[src/rtl/am_pkg.sv]
// rtl/am_pkg.sv - shared constants, lane marker encodings and BIP-8 parity for the TX alignment-marker inserter
package am_pkg;

  localparam int BLOCK_W = 66;
  localparam int BIP_W = 8;
  localparam logic [1:0] SYNC_HEAD_CTRL = 2'b10;

  // Per-lane marker bytes M0, M1, M2; AM_ENC[lane][0] is M0.
  localparam logic [0:3][0:2][7:0] AM_ENC = {
    8'h90, 8'h76, 8'h47,
    8'hF0, 8'hC4, 8'hE6,
    8'hC5, 8'h65, 8'h9B,
    8'hA2, 8'h79, 8'h3D
  };

  // Payload bit i lands in BIP bit (i-2)%8; sync header bits fold into BIP bits 3 and 4.
  function automatic logic [BIP_W-1:0] bip_par(input logic [BLOCK_W-1:0] blk);
    logic [BIP_W-1:0] p;
    p = '0;
    for (int b = 0; b < 8; b++) begin
      p = p ^ blk[2 + 8*b +: 8];
    end
    p[3] = p[3] ^ blk[0];
    p[4] = p[4] ^ blk[1];
    return p;
  endfunction

endpackage

[src/rtl/am_bip_lane.sv]
// rtl/am_bip_lane.sv - per-lane BIP-8 accumulator and alignment-marker block builder
module am_bip_lane
  import am_pkg::*;
(
  input  logic               clk,
  input  logic               reset,
  input  logic               i_mark,
  input  logic               i_accept,
  input  logic               i_err,
  input  logic [BLOCK_W-1:0] i_block,
  input  logic [0:2][7:0]    i_enc,
  output logic [BLOCK_W-1:0] o_marker
);

  logic [BIP_W-1:0] r_bip;
  logic [BIP_W-1:0] w_bip3;

  // Only BIP3 carries an injected error; BIP7 always reflects the true accumulator.
  assign w_bip3 = r_bip ^ {{(BIP_W-1){1'b0}}, i_err};

  assign o_marker = {~r_bip, ~i_enc[2], ~i_enc[1], ~i_enc[0],
                     w_bip3, i_enc[2], i_enc[1], i_enc[0], SYNC_HEAD_CTRL};

  // A marker restarts the accumulator with its own parity as emitted.
  always_ff @(posedge clk or posedge reset) begin
    if (reset) begin
      r_bip <= '0;
    end else if (i_mark) begin
      r_bip <= bip_par(o_marker);
    end else if (i_accept) begin
      r_bip <= r_bip ^ bip_par(i_block);
    end
  end

endmodule

[src/rtl/am_insert_tx.sv]
// rtl/am_insert_tx.sv - multi-lane 40GBASE-R TX alignment-marker inserter; AM_TX_BIP_ERR_INJ_EN adds bip_err_i
module am_insert_tx
  import am_pkg::*;
#(
  parameter int NLANE  = 4,
  parameter int HEAD_W = 2,
  parameter int DATA_W = 64,
  parameter int GAP    = 16383,
  parameter int CNT_W  = $clog2(GAP + 1)
) (
  input  logic                             clk,
  input  logic                             reset,
  input  logic                             in_v,
  output logic                             in_ready,
  input  logic [NLANE*(HEAD_W+DATA_W)-1:0] in_data,
`ifdef AM_TX_BIP_ERR_INJ_EN
  input  logic [NLANE-1:0]                 bip_err_i,
`endif
  output logic                             out_v,
  output logic                             out_marker,
  output logic [NLANE*(HEAD_W+DATA_W)-1:0] out_data
);

  localparam int LW = HEAD_W + DATA_W;

  logic [CNT_W-1:0]    r_cnt;
  logic                r_out_v;
  logic                r_out_marker;
  logic [NLANE*LW-1:0] r_out_data;

  logic                w_mark;
  logic                w_accept;
  logic [NLANE-1:0]    w_err;
  logic [NLANE*LW-1:0] w_marker;

  assign w_mark   = (r_cnt == CNT_W'(GAP));
  assign in_ready = ~w_mark;
  assign w_accept = in_v & ~w_mark;

`ifdef AM_TX_BIP_ERR_INJ_EN
  assign w_err = bip_err_i;
`else
  assign w_err = '0;
`endif

  for (genvar l = 0; l < NLANE; l++) begin : g_lane
    am_bip_lane u_lane (
      .clk      (clk),
      .reset    (reset),
      .i_mark   (w_mark),
      .i_accept (w_accept),
      .i_err    (w_err[l]),
      .i_block  (in_data[l*LW +: LW]),
      .i_enc    (AM_ENC[l]),
      .o_marker (w_marker[l*LW +: LW])
    );
  end

  // Reset leaves the counter at GAP so the very first output is a marker.
  always_ff @(posedge clk or posedge reset) begin
    if (reset) begin
      r_cnt        <= CNT_W'(GAP);
      r_out_v      <= 1'b0;
      r_out_marker <= 1'b0;
      r_out_data   <= '0;
    end else if (w_mark) begin
      r_cnt        <= '0;
      r_out_v      <= 1'b1;
      r_out_marker <= 1'b1;
      r_out_data   <= w_marker;
    end else if (in_v) begin
      r_cnt        <= r_cnt + CNT_W'(1);
      r_out_v      <= 1'b1;
      r_out_marker <= 1'b0;
      r_out_data   <= in_data;
    end else begin
      r_out_v      <= 1'b0;
      r_out_marker <= 1'b0;
    end
  end

  assign out_v      = r_out_v;
  assign out_marker = r_out_marker;
  assign out_data   = r_out_data;

endmodule

[config.mk]
export PLATFORM = sky130hd
export DESIGN_NAME = am_insert_tx
export DESIGN_NICKNAME = d
export VERILOG_FILES = /design/src/rtl/am_pkg.sv /design/src/rtl/am_bip_lane.sv /design/src/rtl/am_insert_tx.sv
export SDC_FILE = /design/constraint.sdc
export NUM_CORES = 1
export LEC_CHECK = 0
export ABC_AREA = 1
export BUFFER_PORTS_ARGS = -buffer_cell sky130_fd_sc_hd__buf_2
export CAP_MARGIN = 5
export CORE_ASPECT_RATIO = 2
export CORE_MARGIN = 1
export CORE_UTILIZATION = 30
export DETAILED_ROUTE_END_ITERATION = 6
export SETUP_SLACK_MARGIN = 0.3
export SYNTH_ARGS = -nofsm -noshare
export SYNTH_HDL_FRONTEND = slang
export SYNTH_SLANG_ARGS = --single-unit
[constraint.sdc]
create_clock -name clk -period 36.5 [get_ports clk]
set_input_delay 9.125 -clock clk [delete_from_list [all_inputs] [get_ports clk]]
set_output_delay 9.125 -clock clk [all_outputs]
set_load 0.02 [all_outputs]
==> tab_implementation.tex, run 1 <==
\begin{tabular}{lr}
\hline
Metric & Value \\
\hline
\multicolumn{2}{l}{\textbf{Placement}} \\
Detailed placement HPWL & roughly 45 mm \\
Quantity of I/O buffers inserted on ports & between 500 and 600 \\
Placed Cells incl. Taps & about 3,500 \\
RD Place Congestion & approximately 0.86 \\
\multicolumn{2}{l}{\textbf{Clock tree}} \\
Number of resized instances in the post-cts repair step & 0 \\
Inserted Clock Buffers & 34 \\
H-tree levels & 2 \\
Clock latency reported for the late side of the worst-skew pair & $\sim$0.54 ns \\
Cell chosen for the clock root & clkbuf\_16 \\
Buffer count from post-CTS setup fixing & 0 \\
CTS clock-pin slew for the worst setup and hold paths & about 0.06 ns \\
CTS Buffer Depth & 3 \\
Number of clock sinks & roughly 310 \\
Number of hold buffers added after CTS & 0 \\
CTS tree & built \\
\multicolumn{2}{l}{\textbf{Route}} \\
Antenna Violating Nets Remaining & 0 \\
Routed length on met1 & 23.43 mm \\
Met3 wire length & 4.284 mm \\
First DRT Iteration DRCs & $\sim$850 \\
Top metal layer carrying routed signals & met5 \\
Via/cell ratio & approximately 4.7 \\
Routed len/inst & 17.40 um \\
Vias after detailed routing & 16,480 \\
Total routed wirelength & a little over 60 mm \\
1st-pass router iterations & 5 \\
Count of unresolved DRC violations after routing & 0 \\
DR WL met2 & roughly 31 mm \\
\multicolumn{2}{l}{\textbf{GRT}} \\
Maximum number of pins on one net before global-route repair & approximately 130 \\
Initial antenna violation count & 7 \\
Tot GR Track Use & 0.2149 \\
Vias in the first global route & about 16,000 \\
Remaining global-route overflow & 0 \\
Wire length of the first global-routing pass & between 90 and 100 mm \\
\multicolumn{2}{l}{\textbf{Yosys}} \\
Most area-consuming cells after synthesis & dfrtp\_1 45\%, nand2\_1 19\%, nand3\_1 6.1\% \\
Register area share after synthesis & 0.4697 \\
Mapped Nets & 2,547 \\
Post-synthesis area per instance & approximately 7.3 um2 \\
Number of distinct library cells after synthesis & 38 \\
Cell area after synthesis & about 0.017 mm2 \\
Warnings, synthesis & 0 \\
Synthesized netlist cell count & $\sim$2,300 \\
Cell accounting for the most synthesized area & dfrtp\_1 \\
Area share of the largest cell type after synthesis & 0.4476 \\
Synth Register Bits & around 310 \\
\multicolumn{2}{l}{\textbf{STA}} \\
Part of the cycle the worst path needs & 0.3120 \\
Highest Clock Rate & 87.81 MHz \\
WHS & about 0.49 ns \\
Final worst clock skew & 0.01751 ns \\
Pins Over Slew Limit & 0 \\
Total Negative Setup Slacks & 0 ns \\
Slew of the pin with the lowest slew margin & between 1 and 1.5 ns \\
Unrepaired setup endpoints after global routing & false \\
Count of endpoints failing setup in the final report & 0 \\
Time the final worst path needs with I/O delays and setup & 11.39 ns \\
Rel. slew slack & 0.3031 \\
Final number of hold-violating endpoints & 0 \\
\multicolumn{2}{l}{\textbf{Worst setup path}} \\
R2R depth & 9 \\
Required @ worst endpoint & approximately 37 ns \\
Reg-to-reg endpoint & out\_data[58] \\
R2R Path Start & r\_cnt[0] \\
Maximum fanout count along the critical path & approximately 90 \\
Slack of the worst reg-to-reg path & $\sim$33 ns \\
Arrival time at the worst endpoint & 11.89 ns \\
Kind of critical path & in -> async \\
Sort of element at the end of the critical path & asynchronous set/reset pin \\
Kind of launch point of the worst setup path & input pin \\
\multicolumn{2}{l}{\textbf{Die}} \\
Site Rows & 121 \\
I/O pin total & between 500 and 600 \\
Die Ht & $\sim$340 um \\
Starting Density & 0.3048 \\
Total Die Area & 0.05654 mm2 \\
Area of the core region & about 0.055 mm2 \\
Die Span X & around 170 um \\
\multicolumn{2}{l}{\textbf{Job}} \\
Maximum Capacitance Violations & 0 \\
\multicolumn{2}{l}{\textbf{Finish}} \\
Number of cells in the finished layout apart from fillers & approximately 3,500 \\
Layout cell share with drive strength beyond 1 & 0.2295 \\
Net count, final & a little over 3,000 \\
Layout Area Growth over Synthesis & 26.86\% \\
\multicolumn{2}{l}{\textbf{Hold path}} \\
Worst hold start & r\_cnt[1] \\
Hold Path Sink & r\_cnt[1] \\
Hold Path Cell Cnt & 2 \\
Path type of the worst min-delay path & reg -> reg \\
\multicolumn{2}{l}{\textbf{Power and ir drop}} \\
Pwr/cell area & just under 50 mW/mm2 \\
Max rail drop VDD & 0.00003261 V \\
P\_leak & 0.01166 uW \\
\multicolumn{2}{l}{\textbf{Run status}} \\
Run status & complete, no violations \\
\hline
\end{tabular}
power breakdown:
part           total [uW]  switching, uW  internal, uW  leakage, uW
Combinational         227            146          80.5      0.00740
Clock                 376            156           220     0.000576
Sequential            429           33.8           395      0.00369
Total                1030            335           696       0.0117
flip-flops by register name, indices dropped and copies added (netlist names):
name                 count
g_lane.u_lane.r_bip     32
out_marker               1
out_data               264
out_v                    1
r_cnt                   14
per-layer routing:
layer	vias up	track usage
li1	8143	-
met1	7672	0.2376
met2	556	0.3867
met3	104	0.05045
met4	6	0.09632
met5	-	0
worst max-delay path: stages:
cell and delay [ns]:
buf_2 0.13, inv_8 0.37, buf_4 0.69, buf_4 0.56, buf_4 0.87
per-stage QoR:
stage | power (uW) | instance area (um2) | setup WS [ns] | utilization
5_1_grt | 1088 | 21140 | 24.66 | 0.3867
6_report | 1031 | 21140 | 25.11 | 0.3867
2_1_floorplan | 572.9 | 16660 | 18.77 | -
4_1_cts | 1048 | 21130 | 24.92 | 0.3865
3_3_place_gp | 660.8 | 19940 | 24.33 | 0.3648
3_5_place_dp | 664.0 | 19940 | 24.33 | 0.3648
cells by family (layout without fill, tap and decap cells):
logic type | Yosys count | count (layout) | synth area share
compound gates | 289 | 289 | 0.09245
xor+xnor | 94 | 94 | 0.04941
fa+ha+maj | 1 | 1 | 0.0007509
buf+inv | 339 | 840 | 0.08058
flops | 312 | 312 | 0.4697
other cells | 0 | 4 | 0
simple gates | 1244 | 1244 | 0.3072
worst max-delay path by stage:
stage,slack (ns),cells past startpoint,end,from
after floorplan,18.77,1,g_lane[0].u_lane.r_bip[0],reset
after global placement,24.33,5,out_data[138],reset
after detailed placement,24.33,5,out_data[135],reset
after CTS,24.92,5,out_data[146],reset
after global routing,24.66,5,out_data[144],reset
final,25.11,5,out_data[138],reset
placed cells by master (no fill, tap or decap), types with 31 or more instances in the layout:
cell / synthesis / final
a21oi_1: 133 / 133
buf_2: 22 / 532
clkbuf_16: 0 / 37
dfrtp_1: 298 / 298
inv_1: 228 / 227
nand2_1: 832 / 831
nand3_1: 204 / 204
nor2_1: 155 / 155
o211ai_1: 31 / 31
o21ai_0: 96 / 96
xnor2_1: 62 / 62
xor2_1: 32 / 32
layout make-up:
class                      count  area [um2]
multi-input combinational   1628        7501
inverter                     232       892.1
tap                          738       923.4
clock inverter                17       206.4
sequential                   312        7825
fill                        5792       33520
antenna                        4       10.01
clock buffer                  44       982.2
timing repair buffer         547        2795
Yosys cell counts (all sizes together):
cell and count:
nand2 833, dfrtp 298, inv 231, nand3 205, nor2 156, a21oi 133, o21ai 119, clkbuf 73
xnor2 62, buf 34, xor2 32, o211ai 31, nand4 28, dfstp 14, nand3b 8, or2 7
a21o 4, nor3 4, a31o 1, and3 1, clkinv 1, ha 1, nor3b 1, nor4 1
o21a 1
(Power assumes the default switching activity.)
==> inputs of run 2 (changes only) <==
--- a/config.mk
+++ b/config.mk
@@ -5,7 +5,7 @@
 export SDC_FILE = /design/constraint.sdc
 export NUM_CORES = 1
 export LEC_CHECK = 0
-export ABC_AREA = 1
+export ABC_AREA = 0
 export BUFFER_PORTS_ARGS = -buffer_cell sky130_fd_sc_hd__buf_2
 export CAP_MARGIN = 5
 export CORE_ASPECT_RATIO = 2
==> constraint.sdc (replaced) <==
create_clock -name clk -period 11.8 [get_ports clk]
set_input_delay 2.95 -clock clk [delete_from_list [all_inputs] [get_ports clk]]
set_output_delay 2.95 -clock clk [all_outputs]
set_load 0.02 [all_outputs]
==> tab_implementation.tex, run 2 <==
\begin{tabular}{lr}
\hline
Metric & Value \\
\hline
\multicolumn{2}{l}{\textbf{Clock tree}} \\
CTS clock-pin slew for the worst setup and hold paths & 0.06 ns (about the same) \\
H-tree levels & 1 (-1) \\
CTS tree & built \\
Number of clock sinks & 312 (unchanged) \\
Number of hold buffers added after CTS & 0 (unchanged) \\
Buffer count from post-CTS setup fixing & 0 (unchanged) \\
Inserted Clock Buffers & 31 (-8.8\%) \\
CTS Buffer Depth & 3 (unchanged) \\
Cell chosen for the clock root & clkbuf\_16 \\
Clock latency reported for the late side of the worst-skew pair & 0.60 ns (+0.06 ns) \\
Number of resized instances in the post-cts repair step & 0 (unchanged) \\
\multicolumn{2}{l}{\textbf{Worst setup path}} \\
Kind of launch point of the worst setup path & input pin \\
R2R depth & 8 (-1) \\
Sort of element at the end of the critical path & flip-flop \\
Arrival time at the worst endpoint & 5.40 ns (-6.49 ns) \\
Kind of critical path & in -> reg \\
Maximum fanout count along the critical path & 67 (-26\%) \\
Required @ worst endpoint & 12.22 ns (-24.78 ns) \\
\multicolumn{2}{l}{\textbf{Yosys}} \\
Number of distinct library cells after synthesis & 32 (-16\%) \\
Cell area after synthesis & 0.01512 mm2 (-9.2\%) \\
Most instantiated cells after synthesis & 298 x dfrtp\_1, 265 x mux2i\_1, 166 x xnor2\_1, 138 x nand2\_1, 117 x nor2\_1 \\
Fraction of registers with async set/reset & 1.000 (unchanged) \\
Area share of the largest cell type after synthesis & 0.4931 (+0.04551) \\
Ys flop type & dfrtp\_1 \\
Count leader, synth & dfrtp\_1 \\
Most area-consuming cells after synthesis & dfrtp\_1 49\%, mux2i\_1 18\%, xnor2\_1 9.6\% \\
Synth Register Bits & 312 (unchanged) \\
Post-synthesis area per instance & 11.42 um2 (+56\%) \\
Register area share after synthesis & 0.5174 (+0.04775) \\
Cell accounting for the most synthesized area & dfrtp\_1 \\
Warnings, synthesis & 0 (unchanged) \\
Number of enable-type register cells in the synthesized netlist & 0 (unchanged) \\
Synthesized netlist cell count & 1,324 (-42\%) \\
Mapped Nets & 1,592 (-37\%) \\
\multicolumn{2}{l}{\textbf{Die}} \\
Total Die Area & 0.05137 mm2 (-9.2\%) \\
Die Ht & 319.5 um (-4.7\%) \\
Area of the core region & 0.04993 mm2 (-8.6\%) \\
Site Rows & 116 (-4.1\%) \\
Starting Density & 0.3029 (-0.001945) \\
I/O pin total & 534 (unchanged) \\
Die Span X & 160.8 um (-4.7\%) \\
\multicolumn{2}{l}{\textbf{Power and ir drop}} \\
Pwr/cell area & 160.6 mW/mm2 (+230\%) \\
Max rail drop VDD & 0.0001012 V (+210\%) \\
P\_leak & 0.009652 uW (-17\%) \\
\multicolumn{2}{l}{\textbf{STA}} \\
Final number of hold-violating endpoints & 0 (unchanged) \\
Unrepaired setup endpoints after global routing & false \\
Slew of the pin with the lowest slew margin & 1.072 ns (+0.02632 ns) \\
Count of endpoints failing setup in the final report & 0 (unchanged) \\
Total Negative Setup Slacks & 0 ns (unchanged) \\
Final worst-path setup slack & 6.821 ns (-18.29 ns) \\
Part of the cycle the worst path needs & 0.4219 \\
Rel. slew slack & 0.2856 (-0.01755) \\
Highest Clock Rate & $\sim$200 MHz \\
Final worst clock skew & 0.02259 ns (+0.005075 ns) \\
Pins Over Slew Limit & 0 (unchanged) \\
Time the final worst path needs with I/O delays and setup & between 4 and 5 ns \\
\multicolumn{2}{l}{\textbf{GRT}} \\
Tot GR Track Use & 0.1749 (-0.04000) \\
Vias in the first global route & 12,120 (-24\%) \\
Remaining global-route overflow & 0 (unchanged) \\
Wire length of the first global-routing pass & 69.96 mm (-25\%) \\
Initial antenna violation count & 8 (+1) \\
Maximum number of pins on one net before global-route repair & 153 (+19\%) \\
\multicolumn{2}{l}{\textbf{Route}} \\
First DRT Iteration DRCs & 497 (-41\%) \\
Routed length on met1 & 17.95 mm (-23\%) \\
Met3 wire length & 2.511 mm (-41\%) \\
Count of unresolved DRC violations after routing & 0 (unchanged) \\
Total routed wirelength & 46.25 mm (-25\%) \\
Vias after detailed routing & 11,680 (-29\%) \\
Routed len/inst & 18.49 um (+6.3\%) \\
Antenna Violating Nets Remaining & 0 (unchanged) \\
Top metal layer carrying routed signals & met5 \\
1st-pass router iterations & 4 (-1) \\
DR WL met2 & 23.95 mm (-23\%) \\
Via/cell ratio & 4.667 (-0.26\%) \\
\multicolumn{2}{l}{\textbf{Run status}} \\
Run status & complete, no violations \\
\multicolumn{2}{l}{\textbf{Finish}} \\
Layout Area Growth over Synthesis & 28.06\% \\
Filler Cell Count & 4,990 (-14\%) \\
Number of flip-flops under the largest register name & 264 (unchanged) \\
Net count, final & 2,093 (-31\%) \\
Non-Filler Cell Area, Final & 0.01937 mm2 (-8.4\%) \\
Commonest non-fill, non-tap cell in the layout & buf\_2 \\
Layout cell share with drive strength beyond 1 & 0.3310 (+0.1015) \\
Commonest cells after routing, fill and taps aside & 532 x buf\_2, 298 x dfrtp\_1, 265 x mux2i\_1 \\
\multicolumn{2}{l}{\textbf{Placement}} \\
Worst slack, placed & 6.247 ns (-18.08 ns) \\
Placement-stage cell area & 0.01832 mm2 (-8.1\%) \\
Detailed placement HPWL & 33.88 mm (-24\%) \\
RD Place Congestion & 0.8702 (+1.2\%) \\
Quantity of I/O buffers inserted on ports & 533 (unchanged) \\
\multicolumn{2}{l}{\textbf{Hold path}} \\
Path type of the worst min-delay path & reg -> reg \\
Hold Path Cell Cnt & 2 (unchanged) \\
\multicolumn{2}{l}{\textbf{Job}} \\
Maximum Capacitance Violations & 0 (unchanged) \\
\hline
\end{tabular}
## run 2: changes by cell type in the layout (fill, tap and decap cells not counted), moves of 25 or more
cell      delta
o21ai_0     -37
or3_1       +25
inv_1      -227
xnor2_1    +104
mux2i_1    +265
a21oi_1    -108
a21boi_0    +33
o211ai_1    -27
nand2_1    -693
nor2_1      -38
nand3_1    -200
xor2_1      +28
## run 2: report_power, final
part	internal, uW	switching [uW]
logic	313	422
clock network	593	444
registers	1240	101
total	2140	967
## run 2: path summary, 6_finish.rpt
path | startpoint | to | slack (ns)
max in group asynchronous | reset | out_data[196] | 7.14
min in group asynchronous | reset | out_data[3] | 2.53
hold reg to reg | out_data[188] | out_data[188] | 0.49
hold / removal | out_data[188] | out_data[188] | 0.49
setup reg to reg | r_cnt[3] | out_data[125] | 8.23
setup / recovery | in_v | out_data[190] | 6.82
## run 2: critical path, stage by stage
cell and delay [ns]:
buf_8 0.49, buf_4 0.60, buf_4 0.86, mux2i_1 0.26, a21boi_0 0.10
## run 2: final cells by class
type	instances	area [um2]	area share
sequential	312	7825	0.4041
clock inverter	14	183.9	0.009497
tap	649	812.0	0.04193
inverter	3	20.02	0.001034
timing repair buffer	543	2778	0.1434
clock buffer	40	849.6	0.04387
multi-input combinational	934	6880	0.3553
antenna	7	17.52	0.0009045
## run 2: stage by stage
stage,hold slack (ns),cells,util,power (uW)
CTS,0.4953,2495,0.3875,3158
floorplan,0.4710,1324,-,1821
global route,0.5157,2501,0.3878,3272
global placement,0.4752,2441,0.3668,2077
finish,0.4927,2502,0.3879,3111
detailed placement,0.4799,2441,0.3668,2100
## run 2: routing by layer
| metal | track usage | up-vias |
|---|---|---|
| li1 | - | 5449 |
| met5 | 0 | - |
| met2 | 0.3167 | 434 |
| met3 | 0.02944 | 78 |
| met1 | 0.1982 | 5715 |
| met4 | 0.07966 | 2 |
## run 2: cells by family after synthesis
family	share of synthesized area
flip-flops	0.5174
AND/OR/NAND/NOR	0.08422
multiplexers	0.1754
XOR/XNOR	0.1428
AO/OA/AOI/OAI	0.05113
buffers and inverters	0.02821
adder cells (fa/ha/maj)	0.0008272
==> inputs of run 3 (changes only) <==
==> constraint.sdc (replaced) <==
create_clock -name clk -period 4.3 [get_ports clk]
set_input_delay 1.075 -clock clk [delete_from_list [all_inputs] [get_ports clk]]
set_output_delay 1.075 -clock clk [all_outputs]
set_load 0.02 [all_outputs]
==> tab_implementation.tex, run 3 (synthesized netlist as in run 2, its figures left out) <==
\begin{tabular}{lr}
\hline
Metric & Value \\
\hline
\multicolumn{2}{l}{\textbf{Run status}} \\
Run status & complete, no violations \\
\multicolumn{2}{l}{\textbf{Clock tree}} \\
Number of hold buffers added after CTS & 0 (unchanged) \\
Number of resized instances in the post-cts repair step & 0 (unchanged) \\
Buffer count from post-CTS setup fixing & 0 (unchanged) \\
Inserted Clock Buffers & 31 (unchanged) \\
CTS Buffer Depth & 3 (unchanged) \\
Number of clock sinks & 312 (unchanged) \\
CTS tree & built \\
CTS clock-pin slew for the worst setup and hold paths & 0.06 ns (about the same) \\
Clock latency reported for the late side of the worst-skew pair & 0.59 ns (about the same) \\
H-tree levels & 1 (unchanged) \\
Cell chosen for the clock root & clkbuf\_16 \\
\multicolumn{2}{l}{\textbf{Die}} \\
Total Die Area & 0.05137 mm2 (unchanged) \\
Die Ht & 319.5 um (unchanged) \\
Die Span X & 160.8 um (unchanged) \\
Site Rows & 116 (unchanged) \\
Area of the core region & 0.04993 mm2 (unchanged) \\
Starting Density & 0.3029 (unchanged) \\
I/O pin total & 534 (unchanged) \\
\multicolumn{2}{l}{\textbf{STA}} \\
Slew of the pin with the lowest slew margin & 0.8997 ns (-0.1719 ns) \\
WHS & 0.4939 ns (+0.001192 ns) \\
Final worst clock skew & 0.01334 ns (-0.009245 ns) \\
Final worst-path setup slack & 1.219 ns (-5.603 ns) \\
Pins Over Slew Limit & 0 (unchanged) \\
Count of endpoints failing setup in the final report & 0 (unchanged) \\
Final number of hold-violating endpoints & 0 (unchanged) \\
Unrepaired setup endpoints after global routing & false \\
Rel. slew slack & 0.4002 (+0.1146) \\
Time the final worst path needs with I/O delays and setup & slightly above 3 ns \\
Highest Clock Rate & 324.5 MHz \\
Part of the cycle the worst path needs & 0.7166 \\
\multicolumn{2}{l}{\textbf{Hold path}} \\
Path type of the worst min-delay path & reg -> reg \\
Worst hold start & out\_data[205] \\
Hold Path Sink & out\_data[205] \\
Hold Path Cell Cnt & 2 (unchanged) \\
\multicolumn{2}{l}{\textbf{Finish}} \\
Sequential cell area in the final layout & 0.007825 mm2 (unchanged) \\
Number of cells in the finished layout apart from fillers & 2,512 (+0.40\%) \\
Filler Cell Count & 4,993 (+0.060\%) \\
Utilization after layout & 0.3916 (+0.003709) \\
Commonest non-fill, non-tap cell in the layout & buf\_2 \\
Commonest cells after routing, fill and taps aside & 532 x buf\_2, 298 x dfrtp\_1, 265 x mux2i\_1 \\
Multi-input gate area & 0.006880 mm2 (unchanged) \\
Number of flip-flops under the largest register name & 264 (unchanged) \\
Net count, final & 2,106 (+0.62\%) \\
Layout Area Growth over Synthesis & 29.28\% \\
Layout cell share with drive strength beyond 1 & 0.3362 (+0.005216) \\
\multicolumn{2}{l}{\textbf{Worst setup path}} \\
Reg-to-reg endpoint & out\_data[190] \\
Worst path slowest cell & dfstp\_2 \\
Kind of launch point of the worst setup path & flip-flop \\
Required @ worst endpoint & 3.22 ns (-9.00 ns) \\
R2R Path Start & r\_cnt[3] \\
Crit path buf inv count & 1 (-2) \\
Kind of critical path & reg -> out \\
R2R depth & 7 (-1) \\
Slack of the worst reg-to-reg path & 1.70 ns (-6.53 ns) \\
Cells along the critical path & and4\_1 -> and3\_4 -> nand4\_4 -> buf\_2 \\
Delay contributed by the slowest stage of the critical path & 0.57 ns (-0.29 ns) \\
Cell depth of the worst setup path & 4 (-1) \\
CP top delay family & simple AND/OR/NAND/NOR gates \\
Arrival time at the worst endpoint & 2.01 ns (-3.39 ns) \\
Sort of element at the end of the critical path & output port \\
Maximum fanout count along the critical path & 5 (-93\%) \\
\multicolumn{2}{l}{\textbf{Route}} \\
Via/cell ratio & 4.660 (-0.17\%) \\
Routed len/inst & 18.56 um (+0.41\%) \\
First DRT Iteration DRCs & 470 (-5.4\%) \\
Total routed wirelength & 46.63 mm (+0.81\%) \\
1st-pass router iterations & 4 (unchanged) \\
Vias after detailed routing & 11,710 (+0.23\%) \\
Count of unresolved DRC violations after routing & 0 (unchanged) \\
Antenna Violating Nets Remaining & 0 (unchanged) \\
\multicolumn{2}{l}{\textbf{Placement}} \\
Detailed placement HPWL & 34.59 mm (+2.1\%) \\
Placed Cells incl. Taps & 2,454 (+0.53\%) \\
Quantity of I/O buffers inserted on ports & 533 (unchanged) \\
RD Place Congestion & 0.8757 (+0.63\%) \\
Worst slack, placed & 1.548 ns (-4.699 ns) \\
\multicolumn{2}{l}{\textbf{Power and ir drop}} \\
Pwr/cell area & 437.8 mW/mm2 (+170\%) \\
P\_leak & 0.009755 uW (+1.1\%) \\
Max rail drop VDD & 0.0003397 V (+240\%) \\
\multicolumn{2}{l}{\textbf{GRT}} \\
Initial antenna violation count & 4 (-4) \\
Vias in the first global route & 12,530 (+3.4\%) \\
Maximum number of pins on one net before global-route repair & 146 (-4.6\%) \\
Wire length of the first global-routing pass & 71.69 mm (+2.5\%) \\
Remaining global-route overflow & 0 (unchanged) \\
Tot GR Track Use & 0.1786 (+0.003728) \\
\multicolumn{2}{l}{\textbf{Job}} \\
Maximum Capacitance Violations & 0 (unchanged) \\
\hline
\end{tabular}
run 3: cell types whose count changed in the layout (fill, tap and decap cells not counted), moves of 2 or more:
cell and change:
clkbuf_8 +5, diode_2 -3, buf_12 +6, inv_6 -2, buf_4 +7
run 3: metal layers:
metal / vias to the layer above / part of all wire / track usage
met5: - / 0 / 0
met4: 0 / 0.039 / 0.07904
met3: 90 / 0.055 / 0.03074
met2: 429 / 0.52 / 0.3263
met1: 5712 / 0.38 / 0.2005
li1: 5474 / - / -
run 3: layout make-up:
class,count,share of cell area
Multi-Input combinational cell,934,0.3519
Timing Repair Buffer,556,0.1509
Tap cell,649,0.04153
Clock inverter,10,0.007104
Clock buffer,44,0.04678
Antenna cell,4,0.0005120
Sequential cell,312,0.4002
Inverter,3,0.001024
run 3: worst max path at each step:
stage | startpoint | endpoint | slack (ns)
after floorplan | reset | g_lane[0].u_lane.r_bip[0] | -0.92
after global placement | in_v | out_data[78] | 1.62
final | r_cnt[3] | in_ready | 1.22
after detailed placement | in_v | out_data[89] | 1.55
after CTS | r_cnt[3] | in_ready | 1.17
after global routing | r_cnt[3] | in_ready | 1.11
run 3: through the flow:
stage | area (um2) | power [uW] | TNS, ns
finish | 19550 | 8559 | 0
global route | 19550 | 9004 | 0
CTS | 19540 | 8698 | 0
detailed placement | 18490 | 5787 | 0
global placement | 18490 | 5728 | 0
floorplan | 15130 | 4997 | -273.70
run 3: worst register-to-register path, cell delays in order, from the launching register on:
cell      delay, ns
dfstp_2        0.57
and4_1         0.26
and3_4         0.24
nand4_4        0.15
inv_6          0.52
buf_4          0.45
nand2_1        0.11
a21boi_0       0.14
run 3: power by group:
| group | switching [uW] | internal, uW | total [uW] | leakage, uW |
|---|---|---|---|---|
| sequential | 280 | 3400 | 3670 | 0.00363 |
| combinational | 1170 | 868 | 2040 | 0.00560 |
| clock | 1200 | 1650 | 2840 | 0.000520 |
| total | 2650 | 5910 | 8560 | 0.00975 |
